==> src/rtl/fetch_pkg.sv <==
// ---------------------------------------------------------------------------
// fetch_pkg
// Shared definitions for the instruction fetch unit: default parameter
// values, the prefetch-queue entry layout {pc, data}, and a helper that
// sizes occupancy counters.
// ---------------------------------------------------------------------------
package fetch_pkg;

    localparam int DEF_DATA_W   = 16;
    localparam int DEF_ADDR_W   = 8;
    localparam int DEF_QDEPTH   = 4;
    localparam int DEF_RESET_PC = 0;

    // One prefetch-queue entry at the default widths: the PC occupies the
    // upper bits and the instruction word the lower bits.  The RTL packs
    // its entries in the same {pc, data} order at any parameterisation.
    typedef struct packed {
        logic [DEF_ADDR_W-1:0] pc;
        logic [DEF_DATA_W-1:0] data;
    } fetch_entry_t;

    // Width of an occupancy count that must represent 0..depth inclusive.
    function automatic int level_w(input int depth);
        return $clog2(depth) + 1;
    endfunction

endpackage

==> src/rtl/fetch_queue.sv <==
// ---------------------------------------------------------------------------
// fetch_queue
// Synchronous show-ahead FIFO used as the fetch prefetch queue.
//   clk        : system clock, rising edge
//   reset      : asynchronous active-low reset, empties the queue
//   flush      : synchronous empty; wins over push and pop in the same cycle
//   push/data  : write one entry (accepted when not full, or full with pop)
//   pop        : remove the head entry (ignored when empty)
//   head_valid : queue non-empty
//   head_data  : head entry while head_valid, zero otherwise
//   count      : number of stored entries, 0..DEPTH
// DEPTH must be a power of two so the pointers wrap naturally.
// ---------------------------------------------------------------------------
module fetch_queue
    import fetch_pkg::*;
#(
    parameter int WIDTH = DEF_ADDR_W + DEF_DATA_W,
    parameter int DEPTH = DEF_QDEPTH
) (
    input  logic                     clk,
    input  logic                     reset,
    input  logic                     flush,
    input  logic                     push,
    input  logic [WIDTH-1:0]         push_data,
    input  logic                     pop,
    output logic                     head_valid,
    output logic [WIDTH-1:0]         head_data,
    output logic [$clog2(DEPTH):0]   count
);

    localparam int PTR_W = $clog2(DEPTH);
    localparam logic [PTR_W:0]   FULL_CNT  = (PTR_W+1)'(DEPTH);
    localparam logic [PTR_W:0]   EMPTY_CNT = {(PTR_W+1){1'b0}};
    localparam logic [PTR_W-1:0] PTR_ONE   = PTR_W'(1);
    localparam logic [PTR_W:0]   CNT_ONE   = (PTR_W+1)'(1);

    logic [WIDTH-1:0] store_r [DEPTH];
    logic [PTR_W-1:0] wr_ptr_r;
    logic [PTR_W-1:0] rd_ptr_r;
    logic [PTR_W:0]   count_r;
    logic             pop_ok_s;
    logic             push_ok_s;

    // Qualify push/pop: a push into a full queue is legal only alongside a pop.
    always_comb begin
        pop_ok_s  = pop && (count_r != EMPTY_CNT);
        push_ok_s = push && ((count_r != FULL_CNT) || pop_ok_s);
    end

    // Entry storage; holds data only, so it needs no reset.
    always_ff @(posedge clk) begin
        if (push_ok_s && !flush) begin
            store_r[wr_ptr_r] <= push_data;
        end
    end

    // Pointer and occupancy bookkeeping.
    always_ff @(posedge clk or negedge reset) begin
        if (!reset) begin
            wr_ptr_r <= {PTR_W{1'b0}};
            rd_ptr_r <= {PTR_W{1'b0}};
            count_r  <= EMPTY_CNT;
        end else if (flush) begin
            wr_ptr_r <= {PTR_W{1'b0}};
            rd_ptr_r <= {PTR_W{1'b0}};
            count_r  <= EMPTY_CNT;
        end else begin
            if (push_ok_s) begin
                wr_ptr_r <= wr_ptr_r + PTR_ONE;
            end
            if (pop_ok_s) begin
                rd_ptr_r <= rd_ptr_r + PTR_ONE;
            end
            case ({push_ok_s, pop_ok_s})
                2'b10:   count_r <= count_r + CNT_ONE;
                2'b01:   count_r <= count_r - CNT_ONE;
                default: count_r <= count_r;
            endcase
        end
    end

    // Show-ahead head; forced to zero when empty so reset clears the outputs.
    always_comb begin
        head_valid = (count_r != EMPTY_CNT);
        if (head_valid) begin
            head_data = store_r[rd_ptr_r];
        end else begin
            head_data = {WIDTH{1'b0}};
        end
    end

    assign count = count_r;

endmodule

==> src/rtl/fetch_unit.sv <==
// ---------------------------------------------------------------------------
// fetch_unit
// Instruction fetch front end: program memory, a two-stage read return
// pipeline and a credit-controlled prefetch queue.
//   clk            : system clock, rising edge
//   reset          : asynchronous active-low reset (memory contents kept)
//   prog_we/addr/data : program-memory write port
//   run            : fetch enable; in-flight reads and queue keep draining
//   redirect_valid/redirect_pc : flush everything and restart at redirect_pc
//   instr_valid/instr_ready    : head-of-queue handshake
//   instr_data/instr_pc        : head instruction and its address
//   q_level        : queue occupancy
// Timing: a read issued at edge N is captured by the memory at N, moves to
// the return stage at N+1 and is pushed into the queue at N+2, so
// instr_valid rises two edges after the issuing edge.
// ---------------------------------------------------------------------------
module fetch_unit
    import fetch_pkg::*;
#(
    parameter int DATA_W   = DEF_DATA_W,
    parameter int ADDR_W   = DEF_ADDR_W,
    parameter int QDEPTH   = DEF_QDEPTH,
    parameter int RESET_PC = DEF_RESET_PC
) (
    input  logic                     clk,
    input  logic                     reset,
    input  logic                     prog_we,
    input  logic [ADDR_W-1:0]        prog_addr,
    input  logic [DATA_W-1:0]        prog_data,
    input  logic                     run,
    input  logic                     redirect_valid,
    input  logic [ADDR_W-1:0]        redirect_pc,
    output logic                     instr_valid,
    input  logic                     instr_ready,
    output logic [DATA_W-1:0]        instr_data,
    output logic [ADDR_W-1:0]        instr_pc,
    output logic [$clog2(QDEPTH):0]  q_level
);

    localparam int LVL_W     = level_w(QDEPTH);
    localparam int ENTRY_W   = ADDR_W + DATA_W;
    localparam int MEM_DEPTH = 1 << ADDR_W;
    localparam logic [LVL_W:0]    CREDIT_LIMIT = (LVL_W+1)'(QDEPTH);
    localparam logic [ADDR_W-1:0] PC_ONE       = ADDR_W'(1);
    localparam logic [ADDR_W-1:0] PC_RESET     = ADDR_W'(RESET_PC);

    logic [DATA_W-1:0]  mem_r [MEM_DEPTH];
    logic [DATA_W-1:0]  mem_rdata_r;

    logic [ADDR_W-1:0]  fetch_pc_r;
    logic               s1_valid_r;
    logic [ADDR_W-1:0]  s1_pc_r;
    logic               s2_valid_r;
    logic [ADDR_W-1:0]  s2_pc_r;
    logic [DATA_W-1:0]  s2_data_r;

    logic [1:0]         inflight_s;
    logic [LVL_W:0]     committed_s;
    logic               issue_s;
    logic               push_s;
    logic               pop_s;
    logic [ENTRY_W-1:0] push_entry_s;
    logic [ENTRY_W-1:0] head_entry_s;
    logic               head_valid_s;
    logic [LVL_W-1:0]   level_s;

    // Issue, push and pop decisions.  Every read in flight already owns a
    // queue slot, so the queue can never overflow.  A redirect suppresses
    // issue, push and pop in its cycle.
    always_comb begin
        inflight_s   = {1'b0, s1_valid_r} + {1'b0, s2_valid_r};
        committed_s  = {1'b0, level_s} + (LVL_W+1)'(inflight_s);
        if (run && !redirect_valid && (committed_s < CREDIT_LIMIT)) begin
            issue_s = 1'b1;
        end else begin
            issue_s = 1'b0;
        end
        push_s       = s2_valid_r && !redirect_valid;
        pop_s        = head_valid_s && instr_ready && !redirect_valid;
        push_entry_s = {s2_pc_r, s2_data_r};
    end

    // Program memory: write port plus registered read-first read at fetch_pc.
    always_ff @(posedge clk) begin
        if (prog_we) begin
            mem_r[prog_addr] <= prog_data;
        end
        mem_rdata_r <= mem_r[fetch_pc_r];
    end

    // Fetch PC and the read-return pipeline (memory stage, return stage).
    always_ff @(posedge clk or negedge reset) begin
        if (!reset) begin
            fetch_pc_r <= PC_RESET;
            s1_valid_r <= 1'b0;
            s1_pc_r    <= {ADDR_W{1'b0}};
            s2_valid_r <= 1'b0;
            s2_pc_r    <= {ADDR_W{1'b0}};
            s2_data_r  <= {DATA_W{1'b0}};
        end else if (redirect_valid) begin
            // Kill every read in flight; the next issue starts at redirect_pc.
            fetch_pc_r <= redirect_pc;
            s1_valid_r <= 1'b0;
            s2_valid_r <= 1'b0;
        end else begin
            if (issue_s) begin
                fetch_pc_r <= fetch_pc_r + PC_ONE;
            end
            s1_valid_r <= issue_s;
            s1_pc_r    <= fetch_pc_r;
            s2_valid_r <= s1_valid_r;
            s2_pc_r    <= s1_pc_r;
            s2_data_r  <= mem_rdata_r;
        end
    end

    fetch_queue #(
        .WIDTH (ENTRY_W),
        .DEPTH (QDEPTH)
    ) u_queue (
        .clk        (clk),
        .reset      (reset),
        .flush      (redirect_valid),
        .push       (push_s),
        .push_data  (push_entry_s),
        .pop        (pop_s),
        .head_valid (head_valid_s),
        .head_data  (head_entry_s),
        .count      (level_s)
    );

    assign instr_valid = head_valid_s;
    assign instr_data  = head_entry_s[DATA_W-1:0];
    assign instr_pc    = head_entry_s[ENTRY_W-1:DATA_W];
    assign q_level     = level_s;

endmodule

==> config.mk <==
export PLATFORM = sky130hd
export DESIGN_NAME = fetch_unit
export DESIGN_NICKNAME = d
export VERILOG_FILES = /design/src/rtl/fetch_pkg.sv /design/src/rtl/fetch_queue.sv /design/src/rtl/fetch_unit.sv
export SDC_FILE = /design/constraint.sdc
export NUM_CORES = 2
export LEC_CHECK = 0
export ABC_CLOCK_PERIOD_IN_PS = 6400
export CORE_MARGIN = 2
export CORE_UTILIZATION = 35
export DETAILED_ROUTE_END_ITERATION = 10
export PLACE_DENSITY = 0.61
export SLEW_MARGIN = 30
export SYNTH_ARGS = -nofsm -noshare
export SYNTH_HDL_FRONTEND = slang
export SYNTH_MEMORY_MAX_BITS = 65536
export SYNTH_SLANG_ARGS = --single-unit
==> constraint.sdc <==
create_clock -name clk -period 6.4 [get_ports clk]
set_input_delay 1.28 -clock clk [delete_from_list [all_inputs] [get_ports clk]]
set_output_delay 1.28 -clock clk [all_outputs]
set_load 0.02 [all_outputs]
# Yosys cells after proc, flatten, opt, wreduce, memory -nomap -nowiden
# Memory sizes are Yosys's and may differ from the RTL's. A register that Yosys moved wholly into a read port is not among the register bits.
# Cells that the tools add are included.
[totals]
in_bits = 38
ff_bits = 49
ram_bits = 4192
out_inout_bits = 28
memories = 2
elab_cells = 53
[classes]
n_eq_ne = 3
n_mux = 16
order_cmp = 1
add_sub_neg = 7
n_reduce_logical = 15
[memory_table]
columns = ["memory", "words", "width", "read_ports", "rd_clocked_by_memory_dff", "write_ports", "line", "text"]
rows = [
  ["mem_r", 256, 16, 1, 1, 1, "fetch_unit.sv:47", "logic [DATA_W-1:0] mem_r [MEM_DEPTH];"],
  ["u_queue.store_r", 4, 24, 1, 0, 1, "fetch_queue.sv:37", "logic [WIDTH-1:0] store_r [DEPTH];"],
]
[ops]
columns = ["cell", "n"]
rows = [
  ["2-to-1 mux 24 bit", 1],
  ["2-to-1 mux 8 bit", 2],
  ["adder 8 x 1 -> 8 bit (second input constant)", 1],
  ["logical AND 1 bit", 8],
  ["2-to-1 mux 2 bit", 4],
  ["2-to-1 mux 1 bit", 7],
  ["case mux 3 bit (2 select lines)", 1],
  ["nonzero test 2 bit", 3],
  ["nonzero test 3 bit", 2],
  ["adder 2 x 1 -> 2 bit (second input constant)", 2],
  ["adder 3 x 2 -> 4 bit", 1],
  ["less-than comparator 4 x 3 -> 1 bit (second input constant)", 1],
  ["adder 3 x 1 -> 3 bit (second input constant)", 1],
  ["2-to-1 mux 3 bit", 1],
  ["inequality test 3 bit (second input constant)", 1],
  ["subtractor 3 x 1 -> 3 bit (second input constant)", 1],
  ["adder 1 x 1 -> 2 bit", 1],
  ["== test 2 x 1 -> 1 bit (second input constant)", 1],
  ["== test 2 bit (second input constant)", 1],
  ["logical NOT 1 bit", 1],
  ["logical OR 1 bit", 1],
]

# Longest topological paths before layout
[depth]
depth_word = 9
depth_mapped = 13
mapped_depth_nobuf = 8

# Modules after synthesis
# Synthesis repeated with hierarchy kept, for this count alone.
[unflattened]
cells_unflattened = 7504
hier_area_um2 = 164163.7
[by_module_without_submodules]
columns = ["mod", "area_each_um2", "n_inst", "cells_each", "seq_area_each_um2"]
rows = [
  ["fetch_unit", 159968.4, 1, 7290, 124369.3],
  ["fetch_queue", 4195.3, 1, 214, 3057.9],
]

# Least setup slack after synthesis
# No wires, ideal clock.
[synth_timing]
path_kind = "flip-flop to output port"
start = "register u_queue.rd_ptr_r[0]"
end = "output instr_data[10]"
n_path_buf = 2
stages_incl_launch_ff = 5
slack_ps = 3091
required_time_ps = 5120
arrival_ps = 2029
path_cell_list = "dfrtp_1 > clkbuf_1 > buf_1 > mux4_2 > and2_1"
[synth_via]
elab_chain_len = 2
[synth_rtl]
columns = ["item", "line", "text"]
rows = [
  ["start, declared", "fetch_queue.sv:39", "logic [PTR_W-1:0] rd_ptr_r;"],
  ["start signal, assigned", "fetch_queue.sv:61", "rd_ptr_r <= {PTR_W{1'b0}};"],
  ["start signal, assigned", "fetch_queue.sv:65", "rd_ptr_r <= {PTR_W{1'b0}};"],
  ["start signal, assigned", "fetch_queue.sv:72", "rd_ptr_r <= rd_ptr_r + PTR_ONE;"],
  ["memory read (4 x 24 bit)", "-", ""],
  ["2-to-1 mux 24 bit", "fetch_queue.sv:85", "if (head_valid) begin"],
  ["end, declared", "fetch_unit.sv:35", "output logic [DATA_W-1:0] instr_data,"],
]
# Every way passes these cells.

==> out/metrics.yaml <==
status: "complete, no violations"
finClkSkew_ns: 0.0853
p_total_mw: 61.9
cp-start-kind: "flip-flop"
synth_ff_type: "edfxtp_1"
ir_worst_vdd_v: 0.000267
post_cts_resized: 0
grt_overflow_total: 0
ioPinCount: 66
crit_path_start: "fetch_pc_r[0]"
rsz0062_at_grt: "no"
arrival_ns: 5.98
antenna_left: 0
clk_latency_ns: 1.03
crit_chain: "buf_12 > buf_12 > buf_4 > mux4_2 > mux4_2 > nand2_1 > o311ai_0 > a21oi_1 > o21ai_0 > a32o_1"
post-route-period-util_pct: 79.9
synth-async-reset-ratio_pct: 1.15
drc: 0
path_buf_inv: 3
tightest_slew_ns: 1.14
min_period_ns: 5.11
worst_path_max_delay_cell: "dfrtp_4"
maxSlewHeadroom_pct: 24.3
placed_cells: 13700
worstReg2RegEnd: "mem_rdata_r[11]"
synth-seq-cells: 4257
synth_area_um2: 164000
io_buffers: 65
clockBufferDepth: 4
hpwl_um: 285000
grt_pass1_vias: 80400
die-area_um2: 475000
synth_edf_count: 4192
routed_wl_um: 471000
avgSynthCellArea_um2: 22.2
ys_types: 81
grt_max_degree: 167
drive_gt1_share_pct: 26.6
synth_cells: 7425
fin_area_um2: 188000
hp-class: "in2async"
max_stage_delay_ns: 1.01
cts-root-buf: "clkbuf_16"
mostFrequentLayoutCells: "edfxtp_1 (4,192), mux4_2 (943), clkbuf_16 (421)"
htree_levels: 5
hold_buffers: 0
yosysSeqAreaShare_pct: 77.5
final_cells: 14500
worstSetupEndpointType: "flip-flop"
cts_tree: "built"
place_area_um2: 174000
layout_commonest_cell: "edfxtp_1"
dpl_worst_slack_ns: 1.42
fin_tns_setup_ns: 0
die-height_um: 690
clock-sinks: 4257
cp_top_family: "compound AO/OA/AOI/OAI gates"
numCtsBuffers: 418
core_area_um2: 468000
power_density_nw_per_um2: 329
r2r_cells: 10
nets: 7939
antenna_found_initial: 35
setup_slack_ns: 1.29
grt.total_usage_pct: 19.4
critPathMaxFanout: 35
synth_warnings: 0
start_util_pct: 35.2
syn_to_final_growth_pct: 14.5
place_congestion: 0.865
die_x_um: 690
viasPerCell: 5.65
setup_violations: 0
r2r_slack_ns: 1.29
wl_per_cell_um: 32.6
hold_viol_final: 0
drt_iter0_drc: 12000
core.rowCount: 251
postCtsSetupBuffers: 0
p_leak_nw: 58.4
first_pass_iters: 9
grt_pass1_wl_um: 649000
reg2reg_from: "fetch_pc_r[0]"
num_vias: 81600
worstPathRequired_ns: 7.27
fmax_mhz: 196
clkTransAtPathRegs_ns: 0.06
maxSlewViolCount: 0
drv_cap: 0
syn-num-nets: 7470
crit_type: "reg2reg"
==> sequential cells by signal, summed over array words and instances, names as in the netlist <==
signal / cells
mem_r: 4096
u_queue.store_r: 96
mem_rdata_r: 16
s2_data_r: 16
fetch_pc_r: 8
s1_pc_r: 8
s2_pc_r: 8
u_queue.count: 3
u_queue.rd_ptr_r: 2
u_queue.wr_ptr_r: 2
s1_valid_r: 1
s2_valid_r: 1
==> layer usage <==
| metal | wire (um) | global-route usage [%] | up-vias |
|---|---|---|---|
| met5 | 53 | 0 | - |
| met4 | 17400 | 6.42 | 8 |
| met3 | 55700 | 5.95 | 750 |
| met2 | 217000 | 30.2 | 4584 |
| met1 | 181000 | 26.1 | 44000 |
| li1 | - | - | 32300 |
==> Yosys cell counts (12+ instances only) <==
cell type,instances,area share (%)
edfxtp_1,4192,77
mux4_2,943,13
mux2i_1,400,2.4
nor2_1,332,0.76
nand2_1,162,0.37
a21oi_1,149,0.45
buf_2,132,0.40
clkbuf_1,128,0.29
o21ai_0,97,0.30
a221oi_1,76,0.40
a22oi_1,68,0.31
buf_6,55,0.38
dfrtp_1,49,0.75
buf_4,48,0.22
nand3_1,46,0.14
o221ai_1,44,0.23
o22ai_1,41,0.16
mux4_1,40,0.64
mux2_2,36,0.25
and2_1,33,0.13
buf_8,27,0.25
a211oi_1,24,0.11
buf_1,19,0.043
nor2b_1,19,0.072
nor3_1,17,0.052
a31oi_1,16,0.061
dfxtp_1,16,0.19
a21o_1,13,0.059
o211ai_1,12,0.055
==> cells by family after synthesis <==
family / synth area share (%)
xor gates and xnor gates: 0.0639
buffers and inverters: 1.82
and+or+nand+nor: 1.69
DFF: 77.5
AOI/OAI and AO/OA: 2.67
adders and majority gates: 0.0578
muxes: 16.2
==> how the worst max path moves through the flow <==
stage | to | slack (ns) | cells past startpoint
after CTS | mem_rdata_r[11] | 1.43 | 10
after detailed placement | mem_rdata_r[11] | 1.42 | 10
final | mem_rdata_r[11] | 1.29 | 10
after floorplan | instr_data[10] | 3.09 | 4
after global placement | mem_rdata_r[12] | 1.32 | 9
after global routing | mem_rdata_r[11] | 1.28 | 10
==> where the power goes <==
| group | total [mW] | switching [mW] | internal (mW) |
|---|---|---|---|
| Clock | 24.8 | 10.7 | 14.1 |
| Combinational | 6.04 | 3.86 | 2.18 |
| Sequential | 31.1 | 0.283 | 30.8 |
| Total | 61.9 | 14.8 | 47.1 |
==> cell type report <==
type / count / area, um^2
multi-input combinational: 2725 / 34900
tap: 6198 / 7750
inverter: 8 / 46.3
clock inverter: 248 / 2740
clock buffer: 519 / 11000
sequential: 4257 / 127000
antenna: 15 / 37.5
fill: 40300 / 279000
timing repair buffer: 484 / 4450
==> stage by stage <==
step	hold slack (ns)	util (%)
floorplan	0.440	-
global placement	0.463	37.2
detailed placement	0.472	37.3
CTS	0.381	40.2
global route	0.447	40.3
finish	0.419	40.3
Power figures use the tool's default switching activity.
